==> src/rtl/mux_scan_sequencer.sv <==
// -----------------------------------------------------------------------------
// mux_scan_sequencer
//   Scan controller wrapped around an 8:1 bit mux. It steps the mux select S
//   through channels 0..7 and holds each enabled channel for DWELL cycles. On
//   the last dwell cycle it samples MUX_IN. Disabled channels are visited for
//   one cycle only and contribute a 0. The eight samples are assembled into a
//   byte. That byte is published on DATA together with a one-cycle DONE pulse.
//
// Parameters
//   DWELL    cycles S is held per enabled channel (1..15, 0 behaves as 1)
//   DWELL_W  dwell counter width, must hold DWELL-1
//
// Ports
//   CLK      clock, rising edge
//   RST      synchronous active-high reset
//   START    scan request, only looked at in IDLE
//   CH_MASK  per-channel enable, captured when a scan is launched
//   MUX_IN   mux output (combinational from S)
//   CONT     (only with MUX_SCAN_CONT_EN) relaunch straight from FIN
//   S        registered mux select
//   BUSY     high during SCAN
//   DONE     one-cycle pulse in FIN, DATA valid with it
//   DATA     assembled result, DATA[k] = MUX_IN sampled while S==k
//
// Build option
//   MUX_SCAN_CONT_EN  adds CONT for back-to-back continuous scanning
// -----------------------------------------------------------------------------
module mux_scan_sequencer #(
   parameter int DWELL   = 2,
   parameter int DWELL_W = 4
) (
   input  logic       CLK,
   input  logic       RST,
   input  logic       START,
   input  logic [7:0] CH_MASK,
   input  logic       MUX_IN,
`ifdef MUX_SCAN_CONT_EN
   input  logic       CONT,
`endif
   output logic [2:0] S,
   output logic       BUSY,
   output logic       DONE,
   output logic [7:0] DATA
);

   localparam int                 DW_EFF  = (DWELL < 1) ? 1 : DWELL;
   localparam logic [DWELL_W-1:0] DW_LAST = DWELL_W'(DW_EFF - 1);

   typedef enum logic [1:0] {IDLE, SCAN, FIN} state_t;

   state_t             state, state_nx;
   logic [2:0]         ch;
   logic [DWELL_W-1:0] cnt;
   logic [7:0]         mask_r;
   logic [7:0]         asm_r;
   logic [7:0]         asm_nx;
   logic [7:0]         data_r;
   logic [2:0]         s_r;
   logic               ch_done;
   logic               launch;
   logic               cont_w;

`ifdef MUX_SCAN_CONT_EN
   assign cont_w = CONT;
`else
   assign cont_w = 1'b0;
`endif

   // A disabled channel finishes after a single cycle. An enabled channel
   // finishes on its last dwell cycle.
   always_comb begin
      ch_done     = mask_r[ch] ? (cnt == DW_LAST) : 1'b1;
      asm_nx      = asm_r;
      asm_nx[ch]  = mask_r[ch] & MUX_IN;
      launch      = ((state == IDLE) && START) || ((state == FIN) && cont_w);
   end

   // State register
   always_ff @(posedge CLK) begin
      if (RST) state <= IDLE;
      else     state <= state_nx;
   end

   // Next-state logic
   always_comb begin
      state_nx = state;
      case (state)
         IDLE:    state_nx = START ? SCAN : IDLE;
         SCAN:    state_nx = (ch_done && (ch == 3'd7)) ? FIN : SCAN;
         FIN:     state_nx = cont_w ? SCAN : IDLE;
         default: state_nx = IDLE;
      endcase
   end

   // Datapath. S is kept as its own register that tracks the channel to be
   // presented next cycle, so the mux select never glitches.
   always_ff @(posedge CLK) begin
      if (RST) begin
         ch     <= 3'd0;
         cnt    <= '0;
         mask_r <= 8'h00;
         asm_r  <= 8'h00;
         data_r <= 8'h00;
         s_r    <= 3'd0;
      end else if (launch) begin
         mask_r <= CH_MASK;
         ch     <= 3'd0;
         cnt    <= '0;
         asm_r  <= 8'h00;
         s_r    <= 3'd0;
      end else if (state == SCAN) begin
         if (ch_done) begin
            asm_r <= asm_nx;
            cnt   <= '0;
            if (ch == 3'd7) begin
               // Publish together with the last sample so DATA is valid in FIN.
               data_r <= asm_nx;
               s_r    <= 3'd0;
            end else begin
               ch  <= ch + 3'd1;
               s_r <= ch + 3'd1;
            end
         end else begin
            cnt <= cnt + 1'b1;
         end
      end else begin
         s_r <= 3'd0;
      end
   end

   // Outputs
   always_comb begin
      S    = s_r;
      BUSY = (state == SCAN);
      DONE = (state == FIN);
      DATA = data_r;
   end

endmodule

==> config.mk <==
export PLATFORM = sky130hd
export DESIGN_NAME = mux_scan_sequencer
export DESIGN_NICKNAME = d
export VERILOG_FILES = /design/src/rtl/mux_scan_sequencer.sv
export SDC_FILE = /design/constraint.sdc
export NUM_CORES = 1
export LEC_CHECK = 0
export BUFFER_PORTS_ARGS = -buffer_cell sky130_fd_sc_hd__buf_2
export CAP_MARGIN = 25
export CORE_ASPECT_RATIO = 0.6
export CORE_MARGIN = 4
export CORE_UTILIZATION = 59
export DETAILED_ROUTE_END_ITERATION = 8
export HOLD_SLACK_MARGIN = 0.1
export PLACE_DENSITY = 0.82
export SLEW_MARGIN = 20
export SYNTH_ARGS = -nofsm -noshare
export SYNTH_HDL_FRONTEND = slang
export SYNTH_SLANG_ARGS = --single-unit
export TNS_END_PERCENT = 10
==> constraint.sdc <==
create_clock -name CLK -period 5 [get_ports CLK]
set_input_delay 0.5 -clock CLK [delete_from_list [all_inputs] [get_ports CLK]]
set_output_delay 0.5 -clock CLK [all_outputs]
set_load 0.1 [all_outputs]
==> results of run 1 <==
## layer usage
layer  global-route usage  vias to the layer above  part of all wire
met5                    0                        -                 0
li1                     -                      727                 -
met4               0.0934                        0             0.018
met1                0.272                      707              0.44
met3               0.0627                       12             0.080
met2                0.353                       70              0.46
## registers in the layout, summed over array words and instances (netlist names)
name	cells
ch	3
asm_r	8
mask_r	8
DATA	8
state	2
S	3
cnt	4
## metrics by stage
step           total power, mW  cell area [um2]  std cells
3_5_place_dp             0.398             1740        230
6_report                 0.645             1850        238
4_1_cts                  0.644             1850        238
3_3_place_gp             0.394             1740        230
5_1_grt                  0.669             1850        238
2_1_floorplan            0.382             1650        188
## area by class of cell
type	count	area [um2]
Timing Repair Buffer	24	120
Inverter	5	18.8
Sequential cell	36	721
Clock inverter	2	35.0
Multi-Input combinational cell	133	845
Clock buffer	6	72.6
Tap cell	32	40.0
Fill cell	199	741
## power breakdown
part,switching [mW],total (mW),internal [mW]
clock network,0.102,0.250,0.148
logic,0.0581,0.0843,0.0262
registers,0.0118,0.310,0.299
total,0.172,0.645,0.473
## worst max-delay path, stage by stage (launching register included)
cell and delay (ns):
dfxtp_1 0.72, mux2_4 0.35, a311oi_2 0.39, a31oi_1 0.35, nor2_1 0.51, a211oi_1 0.17
## worst max path at each step
| stage | to | slack, ns | cells past startpoint |
|---|---|---|---|
| floorplan | DONE | 2.83 | 1 |
| global placement | asm_r[2] | 2.65 | 5 |
| detailed placement | asm_r[6] | 2.47 | 5 |
| CTS | asm_r[6] | 2.44 | 5 |
| global route | asm_r[2] | 2.23 | 5 |
| finish | asm_r[6] | 2.37 | 5 |
## synthesized netlist by cell type, types with 3 or more instances
cell / n / share of area
a211oi_1: 12 / 0.054
nand2_1: 10 / 0.023
nor3_1: 8 / 0.024
a21o_1: 3 / 0.014
a21boi_0: 4 / 0.018
or3_1: 5 / 0.019
nand3_1: 7 / 0.021
a41oi_1: 3 / 0.016
clkbuf_1: 10 / 0.023
a21oi_1: 25 / 0.076
o21ai_0: 4 / 0.012
inv_1: 5 / 0.011
a22o_1: 8 / 0.042
ha_1: 4 / 0.030
nor2_1: 15 / 0.034
dfxtp_1: 36 / 0.44
## cells by family (layout without fill, tap and decap cells)
group | count (synthesis) | in the layout
AO/OA/AOI/OAI | 65 | 65
AND/OR/NAND/NOR | 59 | 59
flip-flops | 36 | 36
buffers and inverters | 19 | 37
adder cells (fa/ha/maj) | 4 | 4
multiplexers | 4 | 4
XOR/XNOR | 1 | 1
==> impl_metrics.yaml, run 1 <==
timing:
  rsz0062_at_grt: "false"
  hold_violations: 0
  finalCritPeriodShare: 0.526
  max_slew_margin: 0.467
  worst_slack_ns: 2.37
  fin_tns_setup_ns: 0
  tightestPinTransition_ns: 0.796
  skew_ns: 0.00373
  drv_slew: 0
  fin_hold_ws_ns: 0.421
  period_needed_ns: 2.63
  setup_violations: 0
  max_freq_mhz: 380
logic_synthesis:
  synth_compound_area_frac: 0.263
  synth-simple-area-share: 0.183
  synth_area_per_cell_um2: 8.80
  synth_cell_types: 37
  synth_edf_count: 0
  synth_top_family_by_area: "compound AO/OA/AOI/OAI gates"
  synthAdderAreaFrac: 0.0303
  yosysSeqAreaShare: 0.436
  ys.flop_type: "dfxtp_1"
  yosys_warnings: 0
  synthesis.nets: 204
  netlist_area_um2: 1650
  synth_cells: 188
  synthArstFlopShare: 0
  synth_xor_area_frac: 0.00530
  synth_seq_cells: 36
  synthMuxAreaShare: 0.0287
routing:
  drt-total-wl_um: 3970
  detail_route.iter0.violations: 136
  wl_per_cell_um: 16.7
  vias: 1516
  firstDrtPassIters: 4
  vias_per_cell: 6.37
  antenna_left: 0
  drc_errors: 0
power_and_ir_drop:
  irDropWorstVdd_uv: 236
  powerDensity_nw_per_um2: 348
  p_leak_nw: 0.717
floorplanning:
  design.core.area_um2: 2590
  rows: 14
  die_y_um: 49.0
  initial_core_util: 0.638
  ioPinCount: 25
  dieArea_um2: 3740
  fp.dieW_um: 76.4
placement:
  io_buffers: 24
  place_congestion: 0.815
  pre_cts_ws_ns: 2.47
  place_hpwl_um: 2830
clock_network:
  cts_made_buffers: 5
  ctsHoldBuffers: 0
  cts_tree: "done"
  clk_latency_ns: 0.28
  postCtsSetupBuffers: 0
  cts.clk_slew.worst_paths_ns: 0.07
  cts_root_buffer: "clkbuf_8"
  cts.sinks: 36
  cts_buffer_depth: 2
  cts_resized: 0
  htree_levels: 2
layout:
  final_common_cell: "dfxtp_1"
  utilization: 0.714
  antennaDiodeCount: 0
  drive_gt1_frac: 0.180
  nets: 221
  area_growth_pct: 12.0
  final_cell_mix: "dfxtp_1, a21oi_1, buf_2"
grt:
  antenna_found_initial: 0
  grt_pass1_vias: 1453
  groute.usage.overall: 0.218
  grt_pass1_wl_um: 6640
  grt_max_degree: 23
  overflow: 0
run_status:
  status: "finished clean"
critical_path:
  cp-end-kind: "register"
  rrSetupSlack_ns: 2.37
  worstSetupStartpointType: "register"
  criticalPathCategory: "reg2reg"
  worstPathArrival_ns: 2.78
  cp_max_fo: 19
  startpoint: "ch[0]"
  r2r-end: "asm_r[6]"
  worstReg2RegStart: "ch[0]"
  cp.required_ns: 5.15
  r2r_cells: 5
worst_hold_path:
  hold_end: "mask_r[0]"
  hold_depth: 2
  min_path_type: "in2reg"
  worstHoldStart: "CH_MASK[0]"
job:
  drv_cap: 0
Power figures use the tool's default switching activity.
==> run 2, diff against run 1 <==
--- a/config.mk
+++ b/config.mk
@@ -5,14 +5,15 @@
 export SDC_FILE = /design/constraint.sdc
 export NUM_CORES = 1
 export LEC_CHECK = 0
+export ABC_AREA = 1
 export BUFFER_PORTS_ARGS = -buffer_cell sky130_fd_sc_hd__buf_2
 export CAP_MARGIN = 25
 export CORE_ASPECT_RATIO = 0.6
 export CORE_MARGIN = 4
-export CORE_UTILIZATION = 59
+export CORE_UTILIZATION = 50
 export DETAILED_ROUTE_END_ITERATION = 8
 export HOLD_SLACK_MARGIN = 0.1
-export PLACE_DENSITY = 0.82
+export PLACE_DENSITY = 0.74
 export SLEW_MARGIN = 20
 export SYNTH_ARGS = -nofsm -noshare
 export SYNTH_HDL_FRONTEND = slang
==> constraint.sdc (replaced) <==
create_clock -name CLK -period 2.2 [get_ports CLK]
set_input_delay 0.22 -clock CLK [delete_from_list [all_inputs] [get_ports CLK]]
set_output_delay 0.22 -clock CLK [all_outputs]
set_load 0.1 [all_outputs]
==> run 2 against run 1 <==
  * Cell count grew 31%
  * Register-to-register slack worse by 2.0 ns
  * Clock-buffer cell count increased by 2
  * Via count fell by 1.2%
  * Sequential share of layout area is 2.2 points lower
  * Synthesized area grew 5.1%
  * Sequential power grew 130%
  * Largest power group unchanged
  * Worst setup slack lost 2.0 ns
  * Combinational power rose to 2.7 times the previous value
  * Non-clock buffer count rose by 1
  * Worst hold slack worse by 0.27 ns
==> impl_metrics.yaml, run 2 <==
run_status:
  status: "finished clean"
logic_synthesis:
  yosysSeqAreaShare: 0.414
  synth_xor_area_frac: 0.0151
  synth_compound_area_frac: 0.0489
  synth_cell_types: 27
  synthMuxAreaShare: 0
  netlist_area_um2: 1740
  yosysMostFrequentCell: "nand2_1"
  synth_common_cells: "nand2_1, dfxtp_1, nor2_1"
  synthArstFlopShare: 0
  synth_seq_cells: 36
  synth_top_area_share: 0.414
  synth-simple-area-share: 0.414
  synth_top_family_by_area: "simple AND/OR/NAND/NOR gates"
  synth_area_per_cell_um2: 7.31
  yosys_warnings: 0
  synthAdderAreaFrac: 0.0288
  synth_edf_count: 0
  synthesis.nets: 254
  ys.flop_type: "dfxtp_1"
  netlist_top_cells_area: "dfxtp_1, nand2_1, nand3_1, nor2_1, nor2_2"
  synth_cells: 238
  yosys.area.top_type: "dfxtp_1"
critical_path:
  cp_max_fo: 11
  r2r_cells: 10
  rrSetupSlack_ns: 0.39
  cp_slowest_cell: "dfxtp_1"
  worstReg2RegStart: "ch[0]"
  max_stage_delay_ns: 0.59
  cp_top_family: "simple AND/OR/NAND/NOR gates"
  cp.required_ns: 2.43
  r2r-end: "asm_r[7]"
  worstPathArrival_ns: 2.04
  startpoint: "ch[0]"
  cp_num_buf_inv: 1
  worstSetupStartpointType: "register"
  crit_chain: "inv_4 -> nand4_1 -> nand2_1 -> nor2_4 -> nand2_4 -> nand2_8 -> nand2_4 -> nor2_4 -> nand3_1 -> nand2_1"
  cp-end-kind: "register"
  criticalPathCategory: "reg2reg"
clock_network:
  cts.sinks: 36
  cts_made_buffers: 5
  cts_root_buffer: "clkbuf_8"
  cts_buffer_depth: 2
  htree_levels: 2
  cts_tree: "done"
  clk_latency_ns: 0.29
  cts.clk_slew.worst_paths_ns: 0.07
  postCtsSetupBuffers: 0
  cts_resized: 0
  ctsHoldBuffers: 0
worst_hold_path:
  min_path_type: "in2reg"
  worstHoldStart: "RST"
  hold_end: "state[1]"
  hold_depth: 2
power_and_ir_drop:
  sequentialPowerShare: 0.499
  irDropWorstVdd_uv: 428
  p_total_mw: 1.41
  p_leak_nw: 0.925
  powerDensity_nw_per_um2: 717
  power.internal_mw: 0.991
  p_clk_frac: 0.340
  switching_share: 0.297
  power_frac_comb: 0.162
  power.switching_mw: 0.419
routing:
  drc_errors: 0
  wl_per_cell_um: 11.6
  vias: 1498
  vias_per_cell: 4.82
  drt-total-wl_um: 3620
  detail_route.iter0.violations: 143
  antenna_left: 0
  firstDrtPassIters: 4
grt:
  grt_pass1_wl_um: 6280
  grt_pass1_vias: 1363
  groute.usage.overall: 0.180
  overflow: 0
  grt_max_degree: 18
  antenna_found_initial: 0
placement:
  place_congestion: 0.925
  io_buffers: 24
  place_hpwl_um: 2660
  dp.cells: 303
floorplanning:
  rows: 16
  dieArea_um2: 4520
  fp.dieW_um: 84.1
  initial_core_util: 0.527
  design.core.area_um2: 3300
  ioPinCount: 25
  die_y_um: 53.7
layout:
  final_cell_mix: "nand2_1, dfxtp_1, nor2_1"
  nets: 281
  register_area_um2: 721
  area_growth_pct: 12.9
  antennaDiodeCount: 0
  multi_input_area_um2: 881
  drive_gt1_frac: 0.222
  final_cells: 311
  fillers: 312
  final_common_cell: "nand2_1"
timing:
  period_needed_ns: 1.81
  max_freq_mhz: 552
  rsz0062_at_grt: "false"
  hold_violations: 0
  drv_slew: 0
  fin_tns_setup_ns: 0
  finalCritPeriodShare: 0.823
  tightestPinTransition_ns: 0.584
  max_slew_margin: 0.610
  skew_ns: 0.00539
  setup_violations: 0
job:
  drv_cap: 0
run 2: how the worst max path moves through the flow:
stage          endpoint  slack (ns)  cells after the start
2_1_floorplan   DATA[4]        0.12                      8
3_3_place_gp    DATA[0]        0.42                     10
3_5_place_dp    DATA[1]        0.39                     10
4_1_cts         DATA[1]        0.38                     10
5_1_grt         DATA[6]        0.17                     10
6_report       asm_r[7]        0.39                     10
run 2: per-stage QoR:
stage	utilization	hold slack, ns	cell area, um2	setup WS, ns
floorplan	-	0.292	1740	0.124
global placement	0.567	0.441	1870	0.422
detailed placement	0.567	0.437	1870	0.391
CTS	0.595	0.137	1960	0.382
global route	0.595	0.146	1960	0.165
finish	0.595	0.147	1960	0.390
run 2: logic make-up after synthesis:
family,after synthesis
flops,36
fa+ha+maj,4
compound gates,17
simple gates,150
xor+xnor,3
buf+inv,28
run 2: worst register-to-register path, stage by stage (launching register included):
cell     delay (ns)
dfxtp_1        0.59
inv_4          0.13
nand4_1        0.10
nand2_1        0.09
nor2_4         0.13
nand2_4        0.09
nand2_8        0.11
nand2_4        0.10
nor2_4         0.21
nand3_1        0.12
nand2_1        0.07
run 2: layer usage:
layer | global-route usage | up-vias | share of wire
met1 | 0.252 | 649 | 0.53
met3 | 0.0535 | 8 | 0.066
met4 | 0.0856 | 0 | 0.019
met2 | 0.254 | 36 | 0.38
li1 | - | 805 | -
met5 | 0 | - | 0
run 2: layout make-up:
cell class	instances	area share
Clock buffer	8	0.0459
Inverter	23	0.0452
Multi-Input combinational cell	174	0.448
Sequential cell	36	0.367
Tap cell	45	0.0287
Timing Repair Buffer	25	0.0650
run 2: power by group through the flow:
stage	combinational (mW)	sequential [mW]	clock (mW)
global placement	0.226	0.717	0
finish	0.228	0.703	0.479
floorplan	0.165	0.730	0
global route	0.250	0.706	0.523
detailed placement	0.226	0.717	0
CTS	0.227	0.702	0.493
